[src/rtl/cmos_capture.sv]
// cmos_capture: samples an OV7670-style 8-bit camera bus, packs RGB565 byte pairs
// into RGB444 pixels and drives the frame-buffer write port in raster order.
// Three register stages: input sampling, byte pairing, write-port issue.
module cmos_capture #(
    parameter int H_ACTIVE   = 640,
    parameter int V_ACTIVE   = 480,
    parameter int ADDR_W     = 19,
    parameter int MAX_PIXELS = H_ACTIVE * V_ACTIVE
) (
    input  logic              clk,
    input  logic              rst_n,
    input  logic              capture_en,
    input  logic              cmos_vsync,
    input  logic              cmos_href,
    input  logic [7:0]        cmos_data,
    output logic              write_en,
    output logic [ADDR_W-1:0] write_addr,
    output logic [11:0]       data_out,
    output logic              cmos_pixel_valid,
    output logic              frame_done,
    output logic              overflow,
    output logic [9:0]        line_count
);

    typedef enum logic [1:0] {
        ST_IDLE,
        ST_ARMED,
        ST_CAPTURE
    } state_t;

    // Frame depth widened by one bit so the compare also works when
    // MAX_PIXELS equals 2**ADDR_W.
    localparam logic [ADDR_W:0] MAX_CNT = (ADDR_W + 1)'(MAX_PIXELS);

    // Input sampling registers and their one-cycle-delayed copies for edge detection.
    logic        r_vs_q;
    logic        r_vs_qq;
    logic        r_hr_q;
    logic        r_hr_qq;
    logic [7:0]  r_d_q;

    state_t      r_state;
    state_t      w_state_next;

    // Byte-pairing stage.
    logic        r_phase;      // 0 = expecting hi byte, 1 = expecting lo byte
    logic [6:0]  r_hi;         // hi byte bits {7:4, 2:0}; bit 3 is dropped by RGB444
    logic        r_wr_pend;    // one write scheduled for the issue stage
    logic        r_wr_valid;
    logic [11:0] r_wr_data;
    logic        r_end_pend;   // frame end scheduled for the issue stage

    // Issue stage.
    logic [ADDR_W-1:0] r_addr;

    logic w_vs_rise;
    logic w_vs_fall;
    logic w_hr_fall;
    logic w_active;
    logic w_frame_end;
    logic w_frame_start;
    logic w_in_range;

    assign w_vs_rise     = r_vs_q & ~r_vs_qq;
    assign w_vs_fall     = ~r_vs_q & r_vs_qq;
    assign w_hr_fall     = ~r_hr_q & r_hr_qq;
    // Bytes only count inside an active frame; href during blanking is ignored.
    assign w_active      = (r_state == ST_CAPTURE) & ~r_vs_q;
    assign w_frame_end   = (r_state == ST_CAPTURE) & w_vs_rise;
    assign w_frame_start = (r_state == ST_ARMED) & w_vs_fall;
    assign w_in_range    = {1'b0, r_addr} < MAX_CNT;

    // Register the camera pins once; everything downstream uses these copies.
    // NOTE: clocked state uses non-blocking (<=) so every register samples the
    // pre-edge value of every other register, independent of statement order.
    always_ff @(posedge clk or negedge rst_n) begin
        if (!rst_n) begin
            r_vs_q  <= 1'b0;
            r_vs_qq <= 1'b0;
            r_hr_q  <= 1'b0;
            r_hr_qq <= 1'b0;
            r_d_q   <= 8'd0;
        end else begin
            r_vs_q  <= cmos_vsync;
            r_vs_qq <= r_vs_q;
            r_hr_q  <= cmos_href;
            r_hr_qq <= r_hr_q;
            r_d_q   <= cmos_data;
        end
    end

    // Frame-sync state register.
    always_ff @(posedge clk or negedge rst_n) begin
        if (!rst_n) begin
            r_state <= ST_IDLE;
        end else begin
            r_state <= w_state_next;
        end
    end

    // Next-state: arm on a vsync rising edge, capture from the following falling
    // edge, so a frame is never joined part-way through.
    // NOTE: the default assignment first keeps every path assigned, so no latch.
    always_comb begin
        w_state_next = r_state;
        case (r_state)
            ST_IDLE:    if (capture_en && w_vs_rise) w_state_next = ST_ARMED;
            ST_ARMED:   if (w_vs_fall) w_state_next = ST_CAPTURE;
            ST_CAPTURE: if (w_vs_rise) w_state_next = capture_en ? ST_ARMED : ST_IDLE;
            default:    w_state_next = ST_IDLE;
        endcase
    end

    // Pair href bytes into pixels, flush a dangling odd byte on href fall, count lines.
    always_ff @(posedge clk or negedge rst_n) begin
        if (!rst_n) begin
            r_phase    <= 1'b0;
            r_hi       <= 7'd0;
            r_wr_pend  <= 1'b0;
            r_wr_valid <= 1'b0;
            r_wr_data  <= 12'd0;
            r_end_pend <= 1'b0;
            line_count <= 10'd0;
        end else begin
            r_wr_pend  <= 1'b0;
            r_end_pend <= w_frame_end;
            if (w_frame_end) begin
                r_phase <= 1'b0;
            end else if (w_active) begin
                if (r_hr_q) begin
                    if (!r_phase) begin
                        r_hi    <= {r_d_q[7:4], r_d_q[2:0]};
                        r_phase <= 1'b1;
                    end else begin
                        r_wr_pend  <= 1'b1;
                        r_wr_valid <= 1'b1;
                        r_wr_data  <= {r_hi[6:3], r_hi[2:0], r_d_q[7], r_d_q[4:1]};
                        r_phase    <= 1'b0;
                    end
                end else if (w_hr_fall && r_phase) begin
                    r_wr_pend  <= 1'b1;
                    r_wr_valid <= 1'b0;
                    r_wr_data  <= 12'd0;
                    r_phase    <= 1'b0;
                end
            end
            // Cleared together with frame_done so the final count stays visible
            // until the frame is closed.
            if (r_end_pend) begin
                line_count <= 10'd0;
            end else if (w_active && w_hr_fall && line_count != 10'h3FF) begin
                line_count <= line_count + 10'd1;
            end
        end
    end

    // Issue scheduled writes, guard the frame-buffer depth, close frames.
    // A frame end is scheduled one stage behind its trigger, so any write already
    // in flight leaves first and the address reset can never swallow it.
    always_ff @(posedge clk or negedge rst_n) begin
        if (!rst_n) begin
            write_en         <= 1'b0;
            write_addr       <= '0;
            data_out         <= 12'd0;
            cmos_pixel_valid <= 1'b0;
            frame_done       <= 1'b0;
            overflow         <= 1'b0;
            r_addr           <= '0;
        end else begin
            write_en         <= 1'b0;
            cmos_pixel_valid <= 1'b0;
            data_out         <= 12'd0;
            frame_done       <= r_end_pend;
            if (r_end_pend) begin
                r_addr     <= '0;
                write_addr <= '0;
            end else if (r_wr_pend) begin
                if (w_in_range) begin
                    write_en         <= 1'b1;
                    write_addr       <= r_addr;
                    data_out         <= r_wr_data;
                    cmos_pixel_valid <= r_wr_valid;
                    r_addr           <= r_addr + 1'b1;
                end else begin
                    overflow <= 1'b1;
                end
            end
            if (w_frame_start) begin
                overflow <= 1'b0;
            end
        end
    end

endmodule

[config.mk]
export PLATFORM = sky130hd
export DESIGN_NAME = cmos_capture
export DESIGN_NICKNAME = d
export VERILOG_FILES = /design/src/rtl/cmos_capture.sv
export SDC_FILE = /design/constraint.sdc
export NUM_CORES = 1
export LEC_CHECK = 0
export ABC_AREA = 1
export ABC_CLOCK_PERIOD_IN_PS = 1530
export CORE_MARGIN = 4
export CORE_UTILIZATION = 50
export CTS_BUF_LIST = sky130_fd_sc_hd__clkbuf_8
export CTS_CLUSTER_SIZE = 28
export DETAILED_ROUTE_END_ITERATION = 6
export DONT_BUFFER_PORTS = 1
export HOLD_SLACK_MARGIN = 0.08
export PLACE_DENSITY_LB_ADDON = 0.25
export SYNTH_ARGS = -nofsm -noshare
export SYNTH_HDL_FRONTEND = slang
export SYNTH_SLANG_ARGS = --single-unit
[constraint.sdc]
create_clock -name clk -period 1.53 [get_ports clk]
set_clock_uncertainty 0.15 [all_clocks]
set_input_delay 0.3825 -clock clk [delete_from_list [all_inputs] [get_ports clk]]
set_output_delay 0.3825 -clock clk [all_outputs]
set_load 0.03 [all_outputs]
==> results.txt, run 1 <==
After detailed routing, the number of remaining DRC violations is 0. In this run the horizontal extent of the chip is 101 um. Based on the critical path, the design can be clocked at up to 636 MHz.

By startpoint and endpoint, the worst setup path is classified as reg2reg. Counting flops with an async set or reset pin after synthesis yields a share of 100%. Count of TritonRoute iterations in the first routing pass: 4.

The tools report the placed cell count as 602. At the later pin of the worst-skew pair, clock insertion delay measures 370 ps. The logs give 0 for the initial antenna violation count and -42.2 ps for the worst path setup slack after routing. The number of flops mapped to enable cells by yosys came out at 0. The placed wire-length estimate after detailed placement was 6.21 mm; the headroom to the max-slew limit was 77.8%. The share of Yosys cell area claimed by the top area cell type was 58.6%; the core footprint was 8300 um^2. Synthesis inferred 101 register bits. The total I/O pin count was 58; the overall track demand over capacity in global routing was 18.9%. The count of cell types in the netlist is 33, and the period utilization is 103%. The final-report hold violation count is 101. In this run the static leakage power is 2.51 nW.

Clock-pin slew was measured on the worst setup and hold paths at 110 ps. VDD sags by at most 0.804 mV. Setup violations remaining at the end of the flow were counted as 13. The share of post-route cells with drive strength above 1 is 28.1%. After detailed routing, the number of vias per cell comes to 5.13.

The sequential share of the synthesized area came out at 58.6%. Via count: 3294. The power density normalized to cell area came out at 1050 nW/um^2.

Counting the buffers created by CTS gives 9. The deepest clock path buffer count came out at 2. The number of rows in the core area was 33; the number of global-route vias before repair was 3293. In this run the worst path has a maximum fanout of 8. Summed over all failing endpoints, the final setup total negative slack is -274 ps.

Primary flip-flop cell chosen by synthesis mapping: sky130_fd_sc_hd__dfrtp_1. The logs give 10200 um^2 for the die area and 9.48 mm for the wire length reported by the detailed router. The cell area that synthesis handed to floorplanning was 4310 um^2. Number of antenna-violating nets in the routed design: 0.

At the worst endpoint, the required time is 1640 ps. After the flow finishes, the layout carries non-filler instances totaling 642. Global routing finished with a remaining overflow of 0. By area the synthesized netlist is led by sky130_fd_sc_hd__dfrtp_1 59%, sky130_fd_sc_hd__nand2_1 8.7%, sky130_fd_sc_hd__inv_1 5.5%. The tools report the last weighted congestion value of the routability-driven placer as 0.855.

The count of inserted antenna diode cells was 0. The final reports fail on hold timing, setup timing. The largest net degree at the start of global routing came out at 102. The root buffer cell was sky130_fd_sc_hd__clkbuf_8. Setup repair after global routing could not meet its margin everywhere. The count of final max-slew check failures is 0, and the post-synthesis net count is 481. The area growth from synthesis to layout came out at 25.5%.

The average cell area after synthesis came out at 9.25 um^2. In this run the worst hold path is classified as in2async. For the max-capacitance violation count, the log shows 0. The first global-routing pass estimated 15.4 mm of wire. In the synthesized netlist, the cells that appear most often are 101 x sky130_fd_sc_hd__dfrtp_1, 100 x sky130_fd_sc_hd__nand2_1, 63 x sky130_fd_sc_hd__inv_1, 46 x sky130_fd_sc_hd__nor2_1, 36 x sky130_fd_sc_hd__o21ai_0. The vertical die dimension is 101 um, and the data arrival time of the critical path is 1680 ps.

The net count of the finished layout is 547. Input and output buffers added on the ports amount to 0. The run finished, with violations left. In this run, the number of DRC markers left after iteration 0 of detailed routing was 128. TritonCTS built the clock tree. In the final routed layout, each cell accounts on average for 14.8 um. Once the floorplan was initialized, standard cells occupied 51.9% of the core.

The sort of element at the start of the critical path was a flop. After layout, the minimum clock period comes to 1570 ps. The number of hold buffers added after CTS was 11.

Of all cell types, the one taking the most synthesized area is sky130_fd_sc_hd__dfrtp_1. The logs give 0 for the total number of yosys warnings and 101 for the number of clock sinks. By instance count, the leading cell after synthesis is sky130_fd_sc_hd__dfrtp_1. The capturing element type of the critical path was a flop. For the pin with the worst max-slew slack, the measured transition is 333 ps. The H-tree depth is 3.

The logs give -461 ps for the post-route worst hold slack and 466 for the gate count after technology mapping.
layer usage:
metal | up-vias | GRT usage [%] | wire length, um
met4 | 0 | 3.83 | 53
met1 | 1593 | 24.4 | 4130
met2 | 72 | 31.9 | 4830
met5 | - | 0 | 0
li1 | 1624 | - | -
met3 | 5 | 5.54 | 469
timing repair:
action                     CTS  global route
setup endpoints to repair   26            72
gates cloned                 0             2
setup buffers                4             7
hold endpoints to repair   112           101
pin swaps                    6            12
resized for setup           15            88
worst paths after layout:
check	start	end	slack (ps)	cells past startpoint
max	r_addr[17]	write_addr[4]	-40	8
min	rst_n	frame_done	-460	0
max reg2reg	r_addr[17]	write_addr[4]	-40	8
min reg2reg	r_hr_q	r_hr_qq	310	0
max in group asynchronous	rst_n	write_addr[12]	1540	0
min in group clk	r_hr_q	r_hr_qq	310	0
logic make-up (layout without fill, tap and decap cells):
family | Yosys count | after routing | synth area share (%)
and+or+nand+nor | 215 | 215 | 22.6
buffers and inverters | 76 | 147 | 7.90
xor gates and xnor gates | 8 | 8 | 1.63
adders and majority gates | 2 | 2 | 0.580
AOI/OAI and AO/OA | 64 | 64 | 8.68
DFF | 101 | 101 | 58.6
state kept, by name, indices dropped and copies added, names as in the netlist, 2 cells and up:
signal and count:
r_hi 7, r_addr 19, r_wr_data 12, write_addr 19
r_state 2, line_count 10, r_d_q 8, data_out 12
report_power, final:
group / switching [W] / total [W] / internal [W]
clock network: 0.00100 / 0.00169 / 0.000686
logic: 0.000498 / 0.000856 / 0.000358
registers: 0.000173 / 0.00313 / 0.00296
worst max-delay path: stages (launching register included):
cell	delay [ps]
sky130_fd_sc_hd__dfrtp_1	400
sky130_fd_sc_hd__nor2_2	170
sky130_fd_sc_hd__nand3_4	120
sky130_fd_sc_hd__nand2_4	120
sky130_fd_sc_hd__nand2_8	90
sky130_fd_sc_hd__nand2_8	170
sky130_fd_sc_hd__clkinv_8	100
sky130_fd_sc_hd__nand2_1	60
sky130_fd_sc_hd__o21ai_1	70
final cells by class:
class,count,area [um^2]
fillers,659,2890
flip-flops and latches,101,2540
multi-input cells,289,1680
repair buffers,65,581
inverters,64,259
clock buffers,10,138
well taps,105,131
clock inverters,6,58.8
repair inverters,2,27.5
metrics by stage:
stage	worst slack, ps	total power (W)	instance area [um^2]	utilization [%]
2_1_floorplan	-28.7	0.00363	4350	-
3_5_place_dp	-130	0.00387	4700	56.6
4_1_cts	-8.72	0.00560	5090	61.4
5_1_grt	-121	0.00597	5410	65.2
3_3_place_gp	-57.2	0.00383	4700	56.6
6_report	-42.2	0.00567	5410	65.2
cells in the final DEF, fill, tap and decap left out, types with 3 or more instances in the layout:
master,synthesis,routed
sky130_fd_sc_hd__dfrtp_1,101,94
sky130_fd_sc_hd__nand2_1,100,76
sky130_fd_sc_hd__inv_1,63,59
sky130_fd_sc_hd__nor2_1,46,43
sky130_fd_sc_hd__buf_4,3,40
sky130_fd_sc_hd__nand3_1,34,28
sky130_fd_sc_hd__o21ai_1,5,24
sky130_fd_sc_hd__nand2_2,2,22
sky130_fd_sc_hd__o21ai_0,36,14
sky130_fd_sc_hd__buf_6,3,12
sky130_fd_sc_hd__nand4_1,11,11
sky130_fd_sc_hd__dlygate4sd3_1,0,11
sky130_fd_sc_hd__o21ai_2,7,10
sky130_fd_sc_hd__clkbuf_8,1,10
sky130_fd_sc_hd__nand3_2,3,7
sky130_fd_sc_hd__o22ai_1,7,7
sky130_fd_sc_hd__dfrtp_2,0,7
sky130_fd_sc_hd__xor2_1,6,6
sky130_fd_sc_hd__nand2_4,1,5
sky130_fd_sc_hd__nor3_2,0,5
sky130_fd_sc_hd__nor2_4,1,5
sky130_fd_sc_hd__inv_8,0,5
sky130_fd_sc_hd__nor3_1,10,4
sky130_fd_sc_hd__nor2_2,4,3
sky130_fd_sc_hd__inv_2,0,3
sky130_fd_sc_hd__a21oi_1,4,3
No activity file was read; power rests on OpenSTA's default activity.
==> run 2: changes to the inputs <==
--- a/config.mk
+++ b/config.mk
@@ -15,6 +15,7 @@
 export DONT_BUFFER_PORTS = 1
 export HOLD_SLACK_MARGIN = 0.08
 export PLACE_DENSITY_LB_ADDON = 0.25
+export SLEW_MARGIN = 20
 export SYNTH_ARGS = -nofsm -noshare
 export SYNTH_HDL_FRONTEND = slang
 export SYNTH_SLANG_ARGS = --single-unit
==> results of run 2 <==
Final layout, timing and power as in run 1 (identical DEF).
